<file path="src/rtl/vga_pkg.sv">
// vga_pkg
// Shared definitions for the VGA sprite renderer slice.
//   H_ACTIVE / V_ACTIVE : visible raster size the renderer is built for
//   COORD_W             : width of scan and sprite coordinates
//   COLOR_W_DEF         : default colour width (RGB332)
//   PIPE_LAT            : cycles from scan inputs to rgb/hsync/vsync
//   sprite_t            : one sprite slot {x, y, w, h, color, enable}
//   spanEnd()           : exclusive end of a sprite span, one bit wider than
//                         a coordinate so spans past 1023 clip instead of wrap
package vga_pkg;

    localparam int H_ACTIVE    = 640;
    localparam int V_ACTIVE    = 480;
    localparam int COORD_W     = 10;
    localparam int COLOR_W_DEF = 8;
    localparam int PIPE_LAT    = 2;

    typedef struct packed {
        logic [COORD_W-1:0]     x;
        logic [COORD_W-1:0]     y;
        logic [COORD_W-1:0]     w;
        logic [COORD_W-1:0]     h;
        logic [COLOR_W_DEF-1:0] color;
        logic                   enable;
    } sprite_t;

    function automatic logic [COORD_W:0] spanEnd(input logic [COORD_W-1:0] start,
                                                 input logic [COORD_W-1:0] len);
        return {1'b0, start} + {1'b0, len};
    endfunction

endpackage

</file>
<file path="src/rtl/sprite_hit.sv">
// sprite_hit
// Combinational window comparator for one sprite slot.
//   sprite_i : slot contents (only geometry and enable are used here)
//   x_i, y_i : current scan position
//   hit_o    : high when the slot is enabled and (x_i, y_i) lies inside it
module sprite_hit
    import vga_pkg::*;
(
    input  sprite_t            sprite_i,
    input  logic [COORD_W-1:0] x_i,
    input  logic [COORD_W-1:0] y_i,
    output logic               hit_o
);

    logic [COORD_W:0] xEnd;
    logic [COORD_W:0] yEnd;
    logic             inX;
    logic             inY;
    logic             unusedColor;

    // The colour travels in the same struct but is picked up by the top level.
    assign unusedColor = ^sprite_i.color;

    // End coordinates are one bit wider, so a sprite hanging off the right or
    // bottom edge is clipped and never wraps back to coordinate 0. A zero
    // width or height makes the window empty.
    always_comb begin
        xEnd  = spanEnd(sprite_i.x, sprite_i.w);
        yEnd  = spanEnd(sprite_i.y, sprite_i.h);
        inX   = (x_i >= sprite_i.x) && ({1'b0, x_i} < xEnd);
        inY   = (y_i >= sprite_i.y) && ({1'b0, y_i} < yEnd);
        hit_o = sprite_i.enable && inX && inY;
    end

endmodule

</file>
<file path="src/rtl/vga_sprite_renderer.sv">
// vga_sprite_renderer
// Pixel stage after the VGA sync generator: draws a bank of solid-colour
// rectangular sprites over a fixed background, two-cycle pipeline.
//   clk, rst                    : pixel clock, synchronous active-high reset
//   x, y, activeVideo           : scan position and visible-pixel flag
//   hsync_in, vsync_in          : raw active-low syncs, delayed to hsync/vsync
//   wr_valid/wr_ready, wr_*     : sprite write port (index >= NUM_SPRITES dropped)
//   rgb, hsync, vsync           : pixel colour and aligned syncs
// Build option VGA_SPRITE_SHADOW_EN: when defined, writes land in a shadow
// bank that is copied into the live bank the cycle after a vsync falling
// edge (wr_ready low for that cycle). When undefined, writes go straight to
// the live bank and wr_ready is high whenever not in reset.
module vga_sprite_renderer
    import vga_pkg::*;
#(
    parameter int                 NUM_SPRITES = 4,
    parameter int                 COLOR_W     = COLOR_W_DEF,
    parameter logic [COLOR_W-1:0] BG_COLOR    = '0
) (
    input  logic               clk,
    input  logic               rst,
    input  logic [9:0]         x,
    input  logic [9:0]         y,
    input  logic               activeVideo,
    input  logic               hsync_in,
    input  logic               vsync_in,
    input  logic               wr_valid,
    output logic               wr_ready,
    input  logic [2:0]         wr_index,
    input  logic [9:0]         wr_x,
    input  logic [9:0]         wr_y,
    input  logic [9:0]         wr_w,
    input  logic [9:0]         wr_h,
    input  logic [COLOR_W-1:0] wr_color,
    input  logic               wr_enable,
    output logic [COLOR_W-1:0] rgb,
    output logic               hsync,
    output logic               vsync
);

    sprite_t                  liveBank_q [NUM_SPRITES];
    sprite_t                  wrSprite;
    logic                     wrAccept;
    logic [NUM_SPRITES-1:0]   hit;
    logic [NUM_SPRITES-1:0]   hitS1_q;
    logic [COLOR_W-1:0]       colorS1_q [NUM_SPRITES];
    logic                     activeS1_q;
    logic [COLOR_W-1:0]       rgb_d;
    logic [COLOR_W-1:0]       rgb_q;
    logic [1:0]               hsyncDly_q;
    logic [1:0]               vsyncDly_q;

    // Pack the write-port fields into one slot image.
    always_comb begin
        wrSprite        = '0;
        wrSprite.x      = wr_x;
        wrSprite.y      = wr_y;
        wrSprite.w      = wr_w;
        wrSprite.h      = wr_h;
        wrSprite.color  = COLOR_W_DEF'(wr_color);
        wrSprite.enable = wr_enable;
    end

    assign wrAccept = wr_valid && wr_ready;

`ifdef VGA_SPRITE_SHADOW_EN
    sprite_t shadowBank_q [NUM_SPRITES];
    logic    vsyncPrev_q;
    logic    commit_q;
    logic    frameEnd;

    assign frameEnd = vsyncPrev_q && !vsync_in;
    assign wr_ready = !rst && !commit_q;

    // A registered vsync falling edge schedules the commit for the next cycle.
    always_ff @(posedge clk) begin
        if (rst) begin
            vsyncPrev_q <= 1'b1;
            commit_q    <= 1'b0;
        end else begin
            vsyncPrev_q <= vsync_in;
            commit_q    <= frameEnd;
        end
    end

    // Writes only touch the shadow bank; the live bank is replaced as a whole
    // during the commit cycle, when wr_ready keeps writes out.
    always_ff @(posedge clk) begin
        if (rst) begin
            for (int i = 0; i < NUM_SPRITES; i++) begin
                liveBank_q[i]   <= '0;
                shadowBank_q[i] <= '0;
            end
        end else begin
            for (int i = 0; i < NUM_SPRITES; i++) begin
                if (commit_q) begin
                    liveBank_q[i] <= shadowBank_q[i];
                end
                if (wrAccept && (wr_index == 3'(i))) begin
                    shadowBank_q[i] <= wrSprite;
                end
            end
        end
    end
`else
    assign wr_ready = !rst;

    // Single bank: writes land in the live bank and affect the next pixel.
    always_ff @(posedge clk) begin
        if (rst) begin
            for (int i = 0; i < NUM_SPRITES; i++) begin
                liveBank_q[i] <= '0;
            end
        end else begin
            for (int i = 0; i < NUM_SPRITES; i++) begin
                if (wrAccept && (wr_index == 3'(i))) begin
                    liveBank_q[i] <= wrSprite;
                end
            end
        end
    end
`endif

    for (genvar g = 0; g < NUM_SPRITES; g++) begin : gHit
        sprite_hit u_hit (
            .sprite_i (liveBank_q[g]),
            .x_i      (x),
            .y_i      (y),
            .hit_o    (hit[g])
        );
    end

    // Stage 2 mux: scan from the lowest priority upward so slot 0 wins;
    // blanking overrides everything.
    always_comb begin
        rgb_d = BG_COLOR;
        for (int i = NUM_SPRITES - 1; i >= 0; i--) begin
            if (hitS1_q[i]) begin
                rgb_d = colorS1_q[i];
            end
        end
        if (!activeS1_q) begin
            rgb_d = '0;
        end
    end

    // Pipeline registers and matching sync delay line; reset loads blank values.
    always_ff @(posedge clk) begin
        if (rst) begin
            hitS1_q    <= '0;
            activeS1_q <= 1'b0;
            for (int i = 0; i < NUM_SPRITES; i++) begin
                colorS1_q[i] <= '0;
            end
            rgb_q      <= '0;
            hsyncDly_q <= 2'b11;
            vsyncDly_q <= 2'b11;
        end else begin
            hitS1_q    <= hit;
            activeS1_q <= activeVideo;
            for (int i = 0; i < NUM_SPRITES; i++) begin
                colorS1_q[i] <= COLOR_W'(liveBank_q[i].color);
            end
            rgb_q      <= rgb_d;
            hsyncDly_q <= {hsyncDly_q[0], hsync_in};
            vsyncDly_q <= {vsyncDly_q[0], vsync_in};
        end
    end

    assign rgb   = rgb_q;
    assign hsync = hsyncDly_q[1];
    assign vsync = vsyncDly_q[1];

endmodule

</file>
<file path="config.mk">
export PLATFORM = sky130hd
export DESIGN_NAME = vga_sprite_renderer
export DESIGN_NICKNAME = d
export VERILOG_FILES = /design/src/rtl/vga_pkg.sv /design/src/rtl/sprite_hit.sv /design/src/rtl/vga_sprite_renderer.sv
export SDC_FILE = /design/constraint.sdc
export NUM_CORES = 1
export LEC_CHECK = 0
export ABC_CLOCK_PERIOD_IN_PS = 16200
export CAP_MARGIN = 25
export CORE_MARGIN = 1
export CORE_UTILIZATION = 30
export DETAILED_ROUTE_END_ITERATION = 6
export HOLD_SLACK_MARGIN = 0.03
export SLEW_MARGIN = 10
export SYNTH_ARGS = -nofsm -noshare
export SYNTH_HDL_FRONTEND = slang
export SYNTH_SLANG_ARGS = --single-unit
export TNS_END_PERCENT = 20
</file>
<file path="constraint.sdc">
create_clock -name clk -period 16.2 [get_ports clk]
set_input_delay 3.24 -clock clk [delete_from_list [all_inputs] [get_ports clk]]
set_output_delay 3.24 -clock clk [all_outputs]
set_load 0.01 [all_outputs]
</file>
==> results of run 1 <==
[state kept, by name, summed over array words and instances (netlist names)]
signal / count
liveBank_q: 196
colorS1_q: 32
rgb: 8
hitS1_q: 4
hsyncDly_q: 2
vsyncDly_q: 2
activeS1_q: 1
[layer usage]
| metal | vias to the layer above | part of all wire (%) | GRT usage, % |
|---|---|---|---|
| met5 | - | 0.034 | 0 |
| met4 | 2 | 3.0 | 4.61 |
| met3 | 61 | 3.7 | 2.29 |
| met2 | 183 | 48 | 25.5 |
| met1 | 5035 | 45 | 18.9 |
| li1 | 5215 | - | - |
[cell type report]
type	instances	area share, %
inverters	92	1.92
well taps	672	4.67
repair buffers	97	5.33
flip-flops and latches	245	38.1
clock buffers	40	4.95
clock inverters	12	0.556
multi-input cells	1019	44.5
[path summary, 6_finish.rpt]
check             endpoint  depth (start not counted)
max               wr_ready                          4
min          vsyncDly_q[1]                          1
max reg2reg     hitS1_q[0]                         13
min reg2reg  vsyncDly_q[1]                          1
[kinds of logic after synthesis]
logic type / Yosys count / share of synthesized area, %
fa+ha+maj: 240 / 20.0
compound gates: 282 / 12.5
simple gates: 442 / 16.5
xor+xnor: 55 / 3.15
flops: 245 / 44.8
buf+inv: 121 / 2.99
[Yosys cell counts (3+ instances only)]
cell         n  area (um^2)
a2111oi_0    8         70.1
a211o_1      5         43.8
a211oi_1    17          128
a211oi_2     3         37.5
a21bo_2      4         40.0
a21boi_1     3         22.5
a21o_1      14          105
a21oi_1     77          385
a221oi_1     9         78.8
a22oi_1      3         22.5
a311oi_1     4         35.0
a31o_1       3         26.3
a31o_2       3         26.3
and2_1     196         1230
and3_1       5         31.3
clkbuf_1    26         97.6
dfxtp_1     49          981
edfxtp_1   196         5890
fa_1         8          160
ha_1       232         2900
inv_1       92          345
nand2_1     30          113
nand2b_1    20          125
nand3_1      9         45.0
nand4_1      5         31.3
nor2_1      62          233
nor2b_1     53          332
nor3_1      30          150
nor4_1       6         37.5
o211ai_1    14          105
o21a_1      19          143
o21ai_0     54          270
o21ai_1      5         25.0
o21bai_1     6         45.0
o31a_1       4         35.0
o31ai_1      3         22.5
or2_2       10         62.6
xnor2_1     16          140
xor2_1      39          342
[power breakdown]
| group | internal [mW] | total, mW | switching (mW) |
|---|---|---|---|
| logic | 0.167 | 0.379 | 0.212 |
| registers | 0.717 | 0.734 | 0.0173 |
| clock network | 0.400 | 0.669 | 0.269 |
| total | 1.28 | 1.78 | 0.498 |
[placed cells by master, fill, tap and decap left out, types with 7 or more instances in the layout]
master and count:
nand3_1 9, a21oi_1 77, o211ai_1 14, a2111oi_0 8, fa_1 8, clkdlybuf4s50_1 88
nor2b_1 53, xnor2_1 16, nand2_1 30, and2_1 196, buf_4 8, nor2_1 61
edfxtp_1 196, or2_2 10, a211oi_1 17, clkinv_2 7, nand2b_1 20, ha_1 232
a221oi_1 9, xor2_1 39, nor3_1 30, o21a_1 19, o21ai_0 53, inv_1 92
clkbuf_16 33, a21o_1 14, dfxtp_1 49
[per-stage QoR]
stage / std cells / utilization (%) / area [um^2]
floorplan: 1385 / - / 15300
global placement: 2124 / 33.8 / 17000
detailed placement: 2124 / 33.8 / 17000
CTS: 2176 / 35.8 / 18000
global route: 2177 / 35.8 / 18000
finish: 2177 / 35.8 / 18000
==> results.json, run 1 <==
{
  "overflow": 0,
  "p_leak_nw": 7.38,
  "via_per_inst": 4.82,
  "maxSlewViolCount": 0,
  "power.density_mw_per_mm2": 98.9,
  "synthDistinctLibCells": 69,
  "crit_required_ns": 12.96,
  "path_max_fanout": 43,
  "syn_avg_cell_area_um2": 11.1,
  "seq_area_mm2": 0.00687,
  "synthCells": 1385,
  "vdd_drop_max_mv": 0.0645,
  "portBuffers": 88,
  "relSlewSlack_pct": 39.3,
  "antenna_found_initial": 3,
  "ctsLongestPathBuffers": 3,
  "vias": 10500,
  "worstSetupStartpoint": "rst",
  "clkSlewWorstSetupHoldPaths_ns": 0.06,
  "syn2layout_area_growth_pct": 17.7,
  "cts.sink_count": 245,
  "ys_warn_count": 0,
  "place_congestion": 0.845,
  "grt_use_total_pct": 14.8,
  "min_from": "vsyncDly_q[0]",
  "worst_slew_pin_slew_ns": 0.887,
  "ys.flop_type": "edfxtp_1",
  "cts_tree": "yes",
  "fp.dieArea_mm2": 0.0519,
  "fp-row-count": 82,
  "routedWlPerCell_um": 17.8,
  "finalCriticalPeriod_ns": 8.11,
  "cp_common_cell": "clkdlybuf4s50_1",
  "synth_edf_count": 196,
  "clockRootBuffer": "clkbuf_16",
  "cts_max_level": 1,
  "grt_pass1_vias": 10700,
  "critical_path_class": "in -> out",
  "multi_input_area_mm2": 0.00801,
  "drt_first_pass_iters": 5,
  "clk_latency_ns": 0.57,
  "synth_area_mm2": 0.0153,
  "finalHoldViolations": 0,
  "routed_wl_um": 38600,
  "n_antenna_cell": 0,
  "arrival_ns": 4.87,
  "total_power_mw": 1.78,
  "min_path_type": "reg -> reg",
  "dp_hpwl_um": 28600,
  "cts_hold_buf": 0,
  "rsz0062_at_grt": "no",
  "final.fill_count": 4999,
  "critPathCaptureType": "output port",
  "final_nets": 1801,
  "pin_count": 89,
  "status": "completed",
  "worstPathBufferInverterCount": 4,
  "fin_skew_ns": 0.0271,
  "final.setup.tns_ns": 0,
  "cap_viol_max_count": 0,
  "worst_slack_ns": 8.09,
  "die_width_um": 228,
  "cts_resized": 0,
  "grt_max_degree": 51,
  "numCtsBuffers": 28,
  "period_share_pct": 50.0,
  "async_flop_share_pct": 0,
  "r2r_start": "liveBank_q[0][29]",
  "drive_gt1_share_pct": 5.98,
  "cts_setup_buffers": 0,
  "postRouteAntennaNets": 0,
  "grt_pass1_wl_um": 59700,
  "worst_hold_slack_ns": 0.421,
  "slowest_delay_ns": 0.54,
  "startpoint_type": "primary input",
  "initial_core_util_pct": 30.5,
  "initialDrtViolationCount": 630,
  "syn_nets": 1703,
  "dp_slack_ns": 8.07,
  "worst_path_max_delay_cell": "clkdlybuf4s50_1",
  "ys_seq_area_share_pct": 44.8,
  "core-area_mm2": 0.0503,
  "ys_ff_latch": 245,
  "setup_viol": 0,
  "crit_chain": "clkdlybuf4s50_1 > buf_4 > inv_1 > clkdlybuf4s50_1",
  "drc_errors": 0,
  "die_y_um": 228,
  "rrSetupSlack_ns": 12.22,
  "max_freq_mhz": 123,
  "cpLargestDelayFamily": "buffers and inverters"
}
(Power assumes the default switching activity.)
==> inputs of run 2 (changes only) <==
--- a/config.mk
+++ b/config.mk
@@ -5,7 +5,7 @@
 export SDC_FILE = /design/constraint.sdc
 export NUM_CORES = 1
 export LEC_CHECK = 0
-export ABC_CLOCK_PERIOD_IN_PS = 16200
+export ABC_CLOCK_PERIOD_IN_PS = 8200
 export CAP_MARGIN = 25
 export CORE_MARGIN = 1
 export CORE_UTILIZATION = 30
==> constraint.sdc (replaced) <==
create_clock -name clk -period 8.2 [get_ports clk]
set_input_delay 1.64 -clock clk [delete_from_list [all_inputs] [get_ports clk]]
set_output_delay 1.64 -clock clk [all_outputs]
set_load 0.01 [all_outputs]
==> results.json, run 2 (synthesis results as in run 1) <==
{
  "syn2layout_area_growth_pct": 17.7,
  "pwr-share-comb_pct": 21.1,
  "p_int_mw": 2.55,
  "dp_slack_ns": 3.24,
  "clkSlewWorstSetupHoldPaths_ns": 0.06,
  "clk_latency_ns": 0.57,
  "maxSlewViolCount": 0,
  "setup_viol": 0,
  "p_switching_uw": 980,
  "pwr-share-clk_pct": 37.7,
  "clockRootBuffer": "clkbuf_16",
  "drc_errors": 0,
  "fp-row-count": 82,
  "grt_use_total_pct": 14.8,
  "final.setup.tns_ns": 0,
  "antenna_found_initial": 7,
  "worst_slew_pin_slew_ns": 0.829,
  "finalCriticalPeriod_ns": 4.93,
  "status": "completed",
  "drive_gt1_share_pct": 5.77,
  "worstPathBufferInverterCount": 4,
  "hold-path-cell-count": 1,
  "relSlewSlack_pct": 44.2,
  "portBuffers": 88,
  "worst_slack_ns": 3.27,
  "critical_path_class": "in -> out",
  "crit_chain": "clkdlybuf4s50_1 > buf_4 > inv_1 > clkdlybuf4s50_1",
  "drt_first_pass_iters": 7,
  "vias": 10500,
  "finalHoldViolations": 0,
  "path_max_fanout": 43,
  "routedWlPerCell_um": 17.8,
  "period_share_pct": 60.1,
  "sw_frac_of_total_pct": 27.8,
  "initialDrtViolationCount": 632,
  "worst_path_max_delay_cell": "clkdlybuf4s50_1",
  "most-common-layout-cells": "ha_1 (232), and2_1 (196), edfxtp_1 (196)",
  "routed_wl_um": 38700,
  "rr_worst_depth": 13,
  "slowest_delay_ns": 0.54,
  "cts_setup_buffers": 0,
  "arrival_ns": 3.29,
  "max_freq_mhz": 203,
  "cts.sink_count": 245,
  "r2r-end": "hitS1_q[0]",
  "min_from": "vsyncDly_q[0]",
  "top_register": "liveBank_q",
  "cts_resized": 0,
  "dp_hpwl_um": 28700,
  "die_width_um": 228,
  "crit_required_ns": 6.56,
  "largest_register_ffs": 196,
  "rrSetupSlack_ns": 4.41,
  "whs_endpoint": "vsyncDly_q[1]",
  "pin_count": 89,
  "fin_skew_ns": 0.0127,
  "final_nets": 1802,
  "min_path_type": "reg -> reg",
  "cts_tree": "yes",
  "p_leak_nw": 7.37,
  "cp_common_cell": "clkdlybuf4s50_1",
  "grt_pass1_wl_um": 60200,
  "die_y_um": 228,
  "final_common_cell": "ha_1",
  "startpoint_type": "primary input",
  "numCtsBuffers": 29,
  "grt_max_degree": 51,
  "cts_hold_buf": 0,
  "power.density_mw_per_mm2": 196,
  "cap_viol_max_count": 0,
  "design_area_mm2": 0.0180,
  "initial_core_util_pct": 30.5,
  "core-area_mm2": 0.0503,
  "place_congestion": 0.848,
  "ctsLongestPathBuffers": 3,
  "critPathCaptureType": "output port",
  "via_per_inst": 4.81,
  "r2r_start": "liveBank_q[0][29]",
  "overflow": 0,
  "vdd_drop_max_mv": 0.158,
  "postRouteAntennaNets": 0,
  "cts_max_level": 1,
  "dpl_cell_area_mm2": 0.0170,
  "grt_pass1_vias": 10800,
  "pwr-share-seq_pct": 41.2,
  "rsz0062_at_grt": "no",
  "fp.dieArea_mm2": 0.0519,
  "cpLargestDelayFamily": "buffers and inverters"
}
[run 2: stage by stage]
stage          total power, mW  instances  hold WS [ns]  utilization, %
3_5_place_dp              2.22       2124         0.413            33.8
4_1_cts                   3.56       2178         0.426            35.8
6_report                  3.53       2182         0.423            35.9
2_1_floorplan             1.97       1385         0.389               -
3_3_place_gp              2.20       2124         0.420            33.8
5_1_grt                   3.71       2181         0.445            35.9
[run 2: worst max path at each step]
stage | startpoint | to | slack (ns) | depth (start not counted)
final | rst | wr_ready | 3.27 | 4
after global routing | rst | wr_ready | 3.16 | 4
after CTS | rst | wr_ready | 3.24 | 4
after detailed placement | rst | wr_ready | 3.24 | 4
after global placement | rst | wr_ready | 3.25 | 4
after floorplan | rst | liveBank_q[1][0] | 2.27 | 3
[run 2: power groups by stage]
stage | logic [mW] | clock network, mW | registers [mW]
6_report | 0.746 | 1.33 | 1.45
3_3_place_gp | 0.722 | 0 | 1.48
2_1_floorplan | 0.508 | 0 | 1.47
4_1_cts | 0.749 | 1.36 | 1.45
3_5_place_dp | 0.741 | 0 | 1.48
5_1_grt | 0.841 | 1.41 | 1.46
[run 2: routing by layer]
layer	wire (um)	GRT usage, %	share of wire [%]	vias to the layer above
li1	-	-	-	5222
met1	17300	18.7	45	5007
met2	18500	25.9	48	210
met3	1810	2.41	4.7	63
met4	1150	4.36	3.0	0
met5	0	0	0	-
[run 2: layout make-up]
cell class                 count  area [um^2]
tap                          672          841
timing repair buffer          97          961
fill                        5031        32200
clock buffer                  45          878
antenna                        3         7.51
inverter                      92          345
clock inverter                 9          114
sequential                   245         6870
multi-input combinational   1019         8010
